===== src/rtl/stdin_arb.sv =====
// stdin_arb: two-requester round-robin arbiter in front of a stdin word source.
// Each accepted request runs IDLE -> READ -> RESP: grant in READ (with a
// read-advance strobe to the source unless EOF), response in RESP.
// Optional feature macro: STDIN_ARB_STATS_EN adds rd_cnt0_o / rd_cnt1_o,
// per-requester 16-bit response counters that wrap.
// Handshake: a requester raises its req_i bit and holds it until its rvalid_o
// bit pulses; gnt_o pulses one cycle in READ, rvalid_o one cycle in RESP, and
// rdata_o is meaningful only while rvalid_o is non-zero. Requests are sampled
// only in IDLE; dropping req_i afterwards does not cancel the transaction.
module stdin_arb #(
    parameter int NUM_WORDS = 256
) (
    input  logic        clk_i,
    input  logic        reset_i,
    input  logic [1:0]  req_i,
    output logic [1:0]  gnt_o,
    output logic [1:0]  rvalid_o,
    output logic [31:0] rdata_o,
    output logic        eof_o,
    output logic        stdin_read_o,
    input  logic [31:0] stdin_din_i,
`ifdef STDIN_ARB_STATS_EN
    output logic [15:0] rd_cnt0_o,
    output logic [15:0] rd_cnt1_o,
`endif
    output logic [1:0]  state_o
);

    localparam int CNT_W = $clog2(NUM_WORDS + 1);

    typedef enum logic [1:0] {
        IDLE = 2'd0,
        READ = 2'd1,
        RESP = 2'd2
    } state_t;

    state_t           state;
    logic [1:0]       winner;    // one-hot owner of the in-flight transaction
    logic             last_gnt;  // index of the requester granted most recently
    logic [CNT_W-1:0] consumed;
    logic [1:0]       pick;

    assign state_o = state;

    // Round-robin choice: a lone requester wins, on a tie the one not granted last wins.
    always_comb begin
        pick = 2'b00;
        case (req_i)
            2'b01:   pick = 2'b01;
            2'b10:   pick = 2'b10;
            2'b11:   pick = last_gnt ? 2'b01 : 2'b10;
            default: pick = 2'b00;
        endcase
    end

    // Transaction FSM with registered grant/strobe/response outputs and EOF tracking.
    always_ff @(posedge clk_i or negedge reset_i) begin
        if (!reset_i) begin
            state        <= IDLE;
            winner       <= 2'b00;
            last_gnt     <= 1'b1;
            consumed     <= '0;
            gnt_o        <= 2'b00;
            rvalid_o     <= 2'b00;
            rdata_o      <= 32'h0;
            eof_o        <= 1'b0;
            stdin_read_o <= 1'b0;
        end else begin
            case (state)
                IDLE: begin
                    rvalid_o <= 2'b00;
                    if (req_i != 2'b00) begin
                        state        <= READ;
                        winner       <= pick;
                        gnt_o        <= pick;
                        last_gnt     <= pick[1];
                        stdin_read_o <= ~eof_o;
                    end
                end
                READ: begin
                    gnt_o        <= 2'b00;
                    stdin_read_o <= 1'b0;
                    rvalid_o     <= winner;
                    state        <= RESP;
                    if (stdin_read_o) begin
                        rdata_o <= stdin_din_i;
                        if (consumed != CNT_W'(NUM_WORDS)) begin
                            consumed <= consumed + CNT_W'(1);
                        end
                        if (consumed + CNT_W'(1) == CNT_W'(NUM_WORDS)) begin
                            eof_o <= 1'b1;
                        end
                    end else begin
                        // Past EOF the source is not advanced and the requester gets zero.
                        rdata_o <= 32'h0;
                    end
                end
                RESP: begin
                    rvalid_o <= 2'b00;
                    state    <= IDLE;
                end
                default: begin
                    gnt_o        <= 2'b00;
                    rvalid_o     <= 2'b00;
                    stdin_read_o <= 1'b0;
                    state        <= IDLE;
                end
            endcase
        end
    end

`ifdef STDIN_ARB_STATS_EN
    // Count response cycles per requester; the 16-bit wrap is intentional.
    always_ff @(posedge clk_i or negedge reset_i) begin
        if (!reset_i) begin
            rd_cnt0_o <= 16'h0;
            rd_cnt1_o <= 16'h0;
        end else if (state == RESP) begin
            if (winner[0]) rd_cnt0_o <= rd_cnt0_o + 16'd1;
            if (winner[1]) rd_cnt1_o <= rd_cnt1_o + 16'd1;
        end
    end
`endif

endmodule


===== config.mk =====
export PLATFORM = sky130hd
export DESIGN_NAME = stdin_arb
export DESIGN_NICKNAME = d
export VERILOG_FILES = /design/src/rtl/stdin_arb.sv
export SDC_FILE = /design/constraint.sdc
export NUM_CORES = 1
export LEC_CHECK = 0
export ABC_AREA = 1
export ABC_CLOCK_PERIOD_IN_PS = 4250
export CAP_MARGIN = 20
export CORE_MARGIN = 1
export CORE_UTILIZATION = 25
export CTS_CLUSTER_SIZE = 28
export DETAILED_ROUTE_END_ITERATION = 8
export SYNTH_ARGS = -nofsm -noshare
export SYNTH_HDL_FRONTEND = slang
export SYNTH_SLANG_ARGS = --single-unit

===== constraint.sdc =====
create_clock -name clk_i -period 4.25 [get_ports clk_i]
set_clock_uncertainty 0.15 [all_clocks]
set_input_delay 0.85 -clock clk_i [delete_from_list [all_inputs] [get_ports clk_i]]
set_output_delay 0.85 -clock clk_i [all_outputs]
set_load 0.05 [all_outputs]

After elaboration in Yosys (flattened, before gate mapping) --
Index checks and enable logic that the tools add are counted.
Cells by class: mux-type cells 10, multipliers 0, shifts and indexed selects 0, bitwise gates (word level) 2, add/sub/neg operators 1, div/mod/pow operators 0, magnitude comparators 0, eq/ne operators 8, reduce and logical (&&, ||, !) cells 6
Operators by type and width (number):
- two-way mux 32 bit | 1
- adder 9 x 1 -> 9 bit, second input constant | 1
- == test 9 bit, second input constant | 1
- != test 9 bit, second input constant | 1
- two-way mux 2 bit | 4
- one-hot mux 2 bit (2 select lines) | 2
- == test 2 bit, second input constant | 3
- one-hot mux 2 bit (3 select lines) | 1
- AND reduction 3 bit | 2
- == test 2 x 1 -> 1 bit, second input constant | 2
- AND reduction 2 bit | 2
- zero test 2 bit | 1
- != test 2 bit, second input constant | 1
- inverter 1 bit | 2
- one-hot mux 1 bit (2 select lines) | 1
- nonzero test 2 bit | 1
- two-way mux 1 bit | 1
Word-level totals: input bits 36, flip-flop bits (word level) 52, memory bits (read-only) 0, output and inout port bits 40, logic and storage cells 36, memories kept 0, bits in latches 0, bits in writable memories 0

Logic depth before layout (Yosys ltp) --
Gate-level depths: netlist (run 1).
word-level depth 4, depth in mapped cells 9, gate-level depth less buffers 9

Least setup slack after synthesis (run 1) --
Ideal clock, no wire load.
kind register to output, from register state[1] (netlist: state_o[1]), to output state_o[1], data required time 3.250 ns, cell stages (with the launch flop) 1, path slack 2.584 ns, arrival 0.666 ns, path buffers 0, cells stage by stage dfrtp_1
RTL lines:
- start, declared | RTL line 37 | state_t state;
- start signal, assigned | RTL line 59 | state <= IDLE;
- start signal, assigned | RTL line 73 | state <= READ;
- start signal, assigned | RTL line 84 | state <= RESP;
- end, declared | RTL line 26 | output logic [1:0] state_o
No word-level cell between the ends.

Worst setup path after layout (run 1) --
from register state[1] (netlist: state_o[1]), to output state_o[1]
No word-level cell between the ends.

==> run_results.csv, run 1 <==
group,metric,value,unit
sta,max_slew_margin,52.6,%
cts,ctsHoldBuffers,0,
cts,cts_sinks,52,
sta,grt_setup_unrepaired,"false",
worst_setup_path,worst_ep_required_time,3.25,ns
hold_path,hold-path-cell-count,2,
global_routing,track_usage,11.6,%
logic_synthesis,netlist.area_leader.share,61.4,%
logic_synthesis,seq_area_frac_synth,62.6,%
worst_setup_path,worstSetupEndpointType,"output port",
floorplanning,num_io_pins,76,
power_and_ir_drop,peakVddDrop,0.000304,V
cts,cts_tree,"done",
cts,post-cts-setup-buffer-count,0,
placed_design,io_buffers,75,
flow_run,drv_cap,0,
routing,drc,0,
worst_setup_path,worstPathBufferInverterCount,1,
hold_path,hold_path_startpoint,"last_gnt",
hold_path,min_to,"last_gnt",
logic_synthesis,ys_types,23,
worst_setup_path,worstPathCellList,"clkdlybuf4s50_1",
sta,period_share,60.2,%
sta,min_period,2.56,ns
cts,cts_resized,0,
placed_design,gp_congestion,0.808,
logic_synthesis,synth_area_leaders,"dfrtp_1, a22o_1, nand2_1",
worst_setup_path,critPathArrivalTime,1.56,ns
cts,cts_buffer_depth,2,
worst_setup_path,path_max_fanout,4,
sta,setup_violations,0,
floorplanning,dieHeight,93.2,um
routing,vias,1650,
cts,insertion_delay,0.30,ns
worst_setup_path,worst_path_max_delay_cell,"clkdlybuf4s50_1",
logic_synthesis,synth_top_cell_by_area,"dfrtp_1",
routing,first_iter_violations,59,
logic_synthesis,syn-num-nets,228,
floorplanning,die_width,93.2,um
sta,max_freq,391,MHz
worst_setup_path,slowest_delay,0.83,ns
floorplanning,core-area,0.00789,mm^2
routing,wl_per_cell,12.9,um
worst_setup_path,reg2reg_from,"state_o[1]",
power_and_ir_drop,leakagePower,1.34,nW
logic_synthesis,syn-cell-area,0.00208,mm^2
logic_synthesis,syn_avg_cell_area,10.9,um^2
sta,hold_violations,0,
global_routing,grt_max_degree,35,
cts,cts_htree_levels,2,
logic_synthesis,syn_inst,190,
cts,cts_root_buf,"clkbuf_8",
routing,drtPass1Iterations,4,
placed_design,hpwl,3420,um
worst_setup_path,cp-start-kind,"flip-flop",
hold_path,hp-class,"flip-flop to flip-flop",
floorplanning,initial_core_util,26.4,%
routing,routed_via_density,4.46,
placed_design,placed_cells,362,
final_layout,instances_no_fill,370,
global_routing,gr-total-overflow,0,
global_routing,grt_pass1_vias,1579,
floorplanning,die_area,0.00869,mm^2
sta,tightest_slew,0.711,ns
global_routing,grt_pass1_wl,7730,um
logic_synthesis,synth-async-reset-ratio,100,%
final_layout,finalInstanceArea,0.00303,mm^2
logic_synthesis,ys_top_cells_by_count,"dfrtp_1, a22o_1, nand2_1, inv_1, nor2_1",
placed_design,post_dp_cell_area,0.00293,mm^2
logic_synthesis,synth_edf_count,0,
worst_setup_path,reg2reg_setup_slack,2.35,ns
global_routing,antenna_found_initial,0,
final_layout,area_growth,45.5,%
logic_synthesis,yosysMostFrequentCell,"dfrtp_1",
worst_setup_path,rr_endpoint,"consumed[3]",
logic_synthesis,ys_warn_count,0,
final_layout,final-seq-area,0.00130,mm^2
power_and_ir_drop,powerDensity,839,mW/mm^2
worst_setup_path,crit_family,"buffers and inverters",
floorplanning,rows,32,
logic_synthesis,yosys_register_bits,52,
sta,drv_slew,0,
final_layout,utilization,38.4,%
cts,cts_made_buffers,5,
final_layout,n_antenna_cell,0,
final_layout,multi_input_area,667,um^2
outcome,status,"finished clean",
final_layout,drive_gt1_share,5.60,%
sta,fin_tns_setup,0,ns
routing,antenna_left,0,
worst_setup_path,r2r_cells,7,
worst_setup_path,critPathKind,"flip-flop to output port",
routing,wl,4780,um
final_layout,n_fill_cell,809,
final_layout,fin_nets,305,
cts,clkTransAtPathRegs,0.09,ns
logic_synthesis,synth_ff_type,"dfrtp_1",
-- through the flow --
step | power (W) | worst slack (ns) | hold slack [ns]
floorplan | 0.00179 | 2.58 | 0.301
global placement | 0.00226 | 2.03 | 0.318
detailed placement | 0.00228 | 2.02 | 0.332
CTS | 0.00258 | 1.67 | 0.348
global route | 0.00269 | 1.64 | 0.382
finish | 0.00254 | 1.69 | 0.340
-- state kept, by name, indices dropped and copies added (netlist names) --
signal        cells
eof_o             1
gnt_o             2
rdata_o          32
consumed          9
winner            2
rvalid_o          2
state_o           2
last_gnt          1
stdin_read_o      1
-- report_power, final --
group          switching [W]  leakage [nW]  internal (W)  total [W]
clock               0.000154        0.0445      0.000133   0.000287
sequential          0.000124         0.681      0.000703   0.000828
combinational       0.000932         0.617      0.000493    0.00142
total                0.00121          1.34       0.00133    0.00254
-- cell usage in the layout (no fill, tap or decap) --
cell,netlist,layout
buf_4,1,1
nand3_1,6,6
clkinvlp_4,0,1
ha_1,2,2
xnor2_1,1,1
inv_4,1,1
o21ai_4,1,1
dfstp_2,1,1
buf_2,2,1
a22o_1,32,32
clkdlybuf4s50_1,0,74
clkbuf_1,3,1
inv_2,2,2
o22ai_1,1,1
xor2_1,2,2
clkbuf_8,0,6
o211ai_1,1,1
nor2_1,14,14
o21ai_0,10,10
nor2_4,1,1
dfrtp_1,51,51
nand2_1,32,32
a21oi_1,1,1
o21ai_1,6,6
nand4_1,1,1
inv_1,18,18
-- layer usage --
layer | track usage (%) | vias to the layer above | routed length, um
met5 | 0 | - | 0
met4 | 3.08 | 0 | 40
met3 | 3.58 | 5 | 260
met2 | 17.8 | 51 | 2240
met1 | 15.7 | 791 | 2240
li1 | - | 803 | -
-- final cells by class --
cell class	instances	share of cell area, %
sequential	52	43.1
multi-input combinational	111	22.0
inverter	21	2.69
timing repair buffer	76	24.9
clock buffer	7	2.85
clock inverter	1	0.248
tap	102	4.22
-- kinds of logic after synthesis --
kind of cell / after synthesis / synth area share, %
xor gates and xnor gates: 3 / 1.26
AOI/OAI and AO/OA: 52 / 19.0
adders and majority gates: 2 / 1.20
buffers and inverters: 27 / 5.30
DFF: 52 / 62.6
and+or+nand+nor: 54 / 10.6
-- worst max path at each step --
stage          startpoint  slack (ns)  depth (start not counted)         end
2_1_floorplan  state_o[1]        2.58                          0  state_o[1]
3_3_place_gp   state_o[1]        2.03                          1  state_o[1]
3_5_place_dp   state_o[1]        2.02                          1  state_o[1]
4_1_cts        state_o[1]        1.67                          1  state_o[1]
5_1_grt        state_o[1]        1.64                          1  state_o[1]
6_report       state_o[1]        1.69                          1  state_o[1]
-- tightest hold or removal path: stages (launching register included) --
cell and delay, ns:
dfstp_2 0.39, nand2_1 0.06, nand2_1 0.05
Note: power is estimated with default switching activity, not from simulation.
==> run 2: changes to the inputs <==
--- a/config.mk
+++ b/config.mk
@@ -6,7 +6,7 @@
 export NUM_CORES = 1
 export LEC_CHECK = 0
 export ABC_AREA = 1
-export ABC_CLOCK_PERIOD_IN_PS = 4250
+export ABC_CLOCK_PERIOD_IN_PS = 2500
 export CAP_MARGIN = 20
 export CORE_MARGIN = 1
 export CORE_UTILIZATION = 25
==> constraint.sdc (replaced) <==
create_clock -name clk_i -period 2.5 [get_ports clk_i]
set_clock_uncertainty 0.15 [all_clocks]
set_input_delay 0.5 -clock clk_i [delete_from_list [all_inputs] [get_ports clk_i]]
set_output_delay 0.5 -clock clk_i [all_outputs]
set_load 0.05 [all_outputs]
==> run 2 against run 1 <==
Core utilization increased by 0.25 points. Die area unchanged. Flip-flop and latch count unchanged. Sequential share of layout area decreased by 0.28 points. Design area increased by 0.66%. Count of clock-buffer cells in the layout unchanged. Combinational power increased by 72%. Worst setup slack got worse by 1.4 ns. Global-route usage increased by 0.59 points. Register-to-register slack got worse by 1.5 ns. First-iteration DRC count decreased by 58%.
==> run_results.csv, run 2 (synthesized netlist as in run 1, its figures left out) <==
group,metric,value,unit
outcome,status,"finished clean",
routing,vias,1655,
cts,cts_tree,"done",
worst_setup_path,critPathKind,"flip-flop to output port",
sta,drv_slew,0,
worst_setup_path,crit_family,"buffers and inverters",
floorplanning,dieHeight,93.2,um
sta,timing.final.ws_setup,0.291,ns
floorplanning,core-area,0.00789,mm^2
final_layout,final_common_cell,"clkdlybuf4s50_1",
global_routing,antenna_found_initial,0,
global_routing,track_usage,12.2,%
sta,fin_tns_setup,0,ns
routing,wl,4840,um
global_routing,grt_pass1_vias,1656,
sta,max_freq,453,MHz
placed_design,pre_cts_ws,0.597,ns
sta,grt_setup_unrepaired,"false",
routing,wl_per_cell,13.0,um
cts,cts_made_buffers,5,
floorplanning,rows,32,
cts,cts_htree_levels,2,
worst_setup_path,worstPathCellList,"clkdlybuf4s50_1",
routing,drc,0,
floorplanning,num_io_pins,76,
worst_setup_path,cp-start-kind,"flip-flop",
sta,min_period,2.21,ns
power_and_ir_drop,leakagePower,1.35,nW
cts,post-cts-setup-buffer-count,0,
cts,clkTransAtPathRegs,0.09,ns
worst_setup_path,worstSetupEndpointType,"output port",
worst_setup_path,worst_ep_required_time,1.85,ns
cts,cts_resized,0,
power_and_ir_drop,peakVddDrop,0.000570,V
global_routing,gr-total-overflow,0,
placed_design,gp_congestion,0.756,
cts,ctsHoldBuffers,0,
sta,tightest_slew,0.581,ns
cts,cts_sinks,52,
routing,antenna_left,0,
cts,insertion_delay,0.30,ns
sta,setup_violations,0,
final_layout,final_cell_mix,"clkdlybuf4s50_1, dfrtp_1, nand2_1, a22o_1, inv_1",
power_and_ir_drop,powerDensity,1430,mW/mm^2
hold_path,hp-class,"primary input to asynchronous set/reset pin",
final_layout,n_antenna_cell,0,
final_layout,fin_nets,306,
worst_setup_path,path_max_fanout,4,
final_layout,drive_gt1_share,5.95,%
sta,max_slew_margin,61.2,%
cts,cts_buffer_depth,2,
routing,routed_via_density,4.46,
worst_setup_path,slowest_delay,0.83,ns
final_layout,largest_reg_flops,32,
final_layout,n_fill_cell,801,
worst_setup_path,critPathArrivalTime,1.56,ns
final_layout,reg_top3,"rdata_o (32), consumed (9)",
final_layout,multi_input_area,667,um^2
placed_design,io_buffers,75,
final_layout,regMostFlops,"rdata_o",
final_layout,final-seq-area,0.00130,mm^2
global_routing,grt_max_degree,35,
cts,cts_root_buf,"clkbuf_8",
global_routing,grt_pass1_wl,8150,um
floorplanning,die_area,0.00869,mm^2
floorplanning,initial_core_util,26.4,%
worst_setup_path,worstPathBufferInverterCount,1,
routing,first_iter_violations,25,
routing,drtPass1Iterations,4,
placed_design,hpwl,3520,um
final_layout,area_growth,46.5,%
sta,hold_violations,0,
sta,period_share,88.4,%
flow_run,drv_cap,0,
worst_setup_path,worst_path_max_delay_cell,"clkdlybuf4s50_1",
floorplanning,die_width,93.2,um
run 2: cell types whose count changed in the layout (fill, tap and decap cells not counted):
cell and delta:
buf_12 +1
run 2: path summary, 6_finish.rpt:
| path | slack [ns] | depth (start not counted) | startpoint | to |
|---|---|---|---|---|
| worst max-delay path | 0.29 | 1 | state_o[1] | state_o[1] |
| min in group clk_i | 0.35 | 2 | last_gnt | last_gnt |
| max in group asynchronous | 1.54 | 2 | reset_i | last_gnt |
| worst max register to register | 0.84 | 5 | state_o[1] | rdata_o[15] |
| worst min-delay path | 0.04 | 1 | reset_i | state_o[1] |
| worst min register to register | 0.35 | 2 | last_gnt | last_gnt |
run 2: where the power goes:
part / switching, W / internal [W] / total, W
clock network: 0.000271 / 0.000226 / 0.000497
logic: 0.00159 / 0.000847 / 0.00244
registers: 0.000213 / 0.00120 / 0.00141
run 2: metrics by stage:
step / instances / utilization, % / hold slack [ns] / area, um^2 / total power [W]
6_report: 371 / 38.6 / 0.0412 / 3050 / 0.00435
5_1_grt: 371 / 38.6 / 0.0659 / 3050 / 0.00461
4_1_cts: 371 / 38.6 / 0.0527 / 3050 / 0.00440
3_5_place_dp: 363 / 37.4 / 0.333 / 2950 / 0.00389
3_3_place_gp: 363 / 37.4 / 0.329 / 2950 / 0.00386
2_1_floorplan: 190 / - / 0.0544 / 2080 / 0.00305
run 2: cell type report:
cell class                 instances  area share [%]
sequential                        52            42.8
timing repair buffer              77            25.4
multi-input combinational        111            21.9
tap                              102            4.19
clock buffer                       7            2.83
inverter                          21            2.67
clock inverter                     1           0.247
run 2: per-layer routing:
metal	share of wire (%)	GRT usage [%]	vias up
met5	0	0	-
met2	46	18.4	50
li1	-	-	805
met4	1.5	4.62	0
met1	48	17.1	792
met3	5.3	2.44	8
==> RTL change, RTL diff (flow settings as in run 2) <==
The option `STDIN_ARB_STATS_EN` is turned on by a define.
--- a/src/rtl/stdin_arb.sv
+++ b/src/rtl/stdin_arb.sv
@@ -7,6 +7,8 @@
 // bit pulses; gnt_o pulses one cycle in READ, rvalid_o one cycle in RESP, and
 // rdata_o is meaningful only while rvalid_o is non-zero. Requests are sampled
 // only in IDLE; dropping req_i afterwards does not cancel the transaction.
+`define STDIN_ARB_STATS_EN
+
 module stdin_arb #(
     parameter int NUM_WORDS = 256
 ) (
Formal check against the unedited RTL (old outputs only; new: rd_cnt0_o and rd_cnt1_o): equivalent (Yosys induction, for registers that start in step).
==> RTL change against run 2 <==
- cell area grew 82%
- worst setup slack got worse by 180 ps
- routed wire length up 94%
- area after synthesis up 87%
- power rose by 54%
- critical path type unchanged
- sequential cell count rose by 32
==> RTL change: results (changes against run 2) <==
| Metric | Value |
|---|---|
| Placement Setup Slack | 468 ps (-129 ps) |
| Synth cell types | 28 (+22%) |
| Layout cell share with drive strength beyond 1 | 0.0682 (+0.00874) |
| GP Congestion | 0.808 (+6.8%) |
| Leakage Power | 2.53 nW (+87%) |
| H-Tree Depth | 3 (+1) |
| IO buf count | 107 (+43%) |
| Slew at the pin closest to its max-slew limit | 568 ps (-13.4 ps) |
| CTS Buf Count | 9 (+4) |
| Status | completed |
| Synth area leaders | dfrtp_1 (53%), nand2_1 (12%), a22o_1 (7.2%) |
| Max stage delay on crit path | 890 ps (+60 ps) |
| NumNets Final | 593 (+94%) |
| GRT Overall Usage | 0.124 (+0.00227) |
| First-pass GRT wire length | 15600 um (+92%) |
| Top post-synthesis cells by count | nand2_1 (120), dfrtp_1 (83), inv_1 (52) |
| Largest net degree at the start of global routing | 40 (+14%) |
| Maximum net fanout on the critical path | 7 (+3) |
| DRT iter0 DRCs | 113 (+350%) |
| WL final | 9370 um (+94%) |
| Part of the Yosys area used for sequential elements | 0.542 (-0.0848) |
| Largest regs | rdata_o x32, rd_cnt0_o x16, rd_cnt1_o x16 |
| Vias in the first global route | 3293 (+99%) |
| Clk_lat worst skew | 340 ps (+40 ps) |
| Placed cell area | 5200 um2 (+76%) |
| Worst VDD drop | 0.681 mV (+19%) |
| Mapped Nets | 478 (+110%) |
| Hpwl dp | 6980 um (+98%) |
| Layout fillers | 1560 (+95%) |
==> RTL change: report_power, final <==
part / internal [mW] / switching, mW / leakage (nW) / total, mW
sequential: 1.78 / 0.335 / 1.12 / 2.11
combinational: 1.03 / 2.00 / 1.24 / 3.03
clock: 1.00 / 0.547 / 0.169 / 1.55
total: 3.81 / 2.89 / 2.53 / 6.69
==> RTL change: cell type report <==
type                            count  area (um2)  area share
Sequential cell                    84        2100       0.379
Multi-Input combinational cell    290        1540       0.277
Timing Repair Buffer              112        1120       0.202
Clock buffer                       10         239      0.0430
Tap cell                          188         235      0.0423
Inverter                           55         206      0.0372
Clock inverter                      6         111      0.0200
==> RTL change: logic make-up (layout without fill, tap and decap cells) <==
family | Yosys count | in the layout | synth area share
fa+ha+maj | 5 | 5 | 0.0161
flops | 84 | 84 | 0.542
compound gates | 62 | 62 | 0.112
simple gates | 206 | 206 | 0.230
buf+inv | 63 | 183 | 0.0619
xor+xnor | 17 | 17 | 0.0383
==> RTL change: worst paths after layout <==
path | start | depth (start not counted) | end | slack [ps]
max in group asynchronous | reset_i | 3 | last_gnt | 1070
setup reg to reg | state_o[0] | 8 | rd_cnt0_o[10] | 850
hold reg to reg | last_gnt | 2 | last_gnt | 320
hold / removal | last_gnt | 2 | last_gnt | 320
min in group asynchronous | reset_i | 2 | rd_cnt0_o[8] | 470
setup / recovery | state_o[1] | 1 | state_o[1] | 110
==> RTL change: metal layers <==
| layer | share of wire | vias up | track usage |
|---|---|---|---|
| li1 | - | 1632 | - |
| met1 | 0.46 | 1490 | 0.151 |
| met2 | 0.46 | 80 | 0.201 |
| met3 | 0.057 | 13 | 0.0363 |
| met4 | 0.018 | 0 | 0.0595 |
| met5 | 0 | - | 0 |
==> RTL change: metrics by stage <==
stage | utilization | cells
2_1_floorplan | - | 437
3_3_place_gp | 0.342 | 728
3_5_place_dp | 0.342 | 728
4_1_cts | 0.366 | 745
5_1_grt | 0.366 | 745
6_report | 0.366 | 745
==> RTL change: repair_timing <==
action                    in CTS  in global routing
hold buffers                   1                  0
hold endpoints to repair      25                  0
resized for setup              0                  0
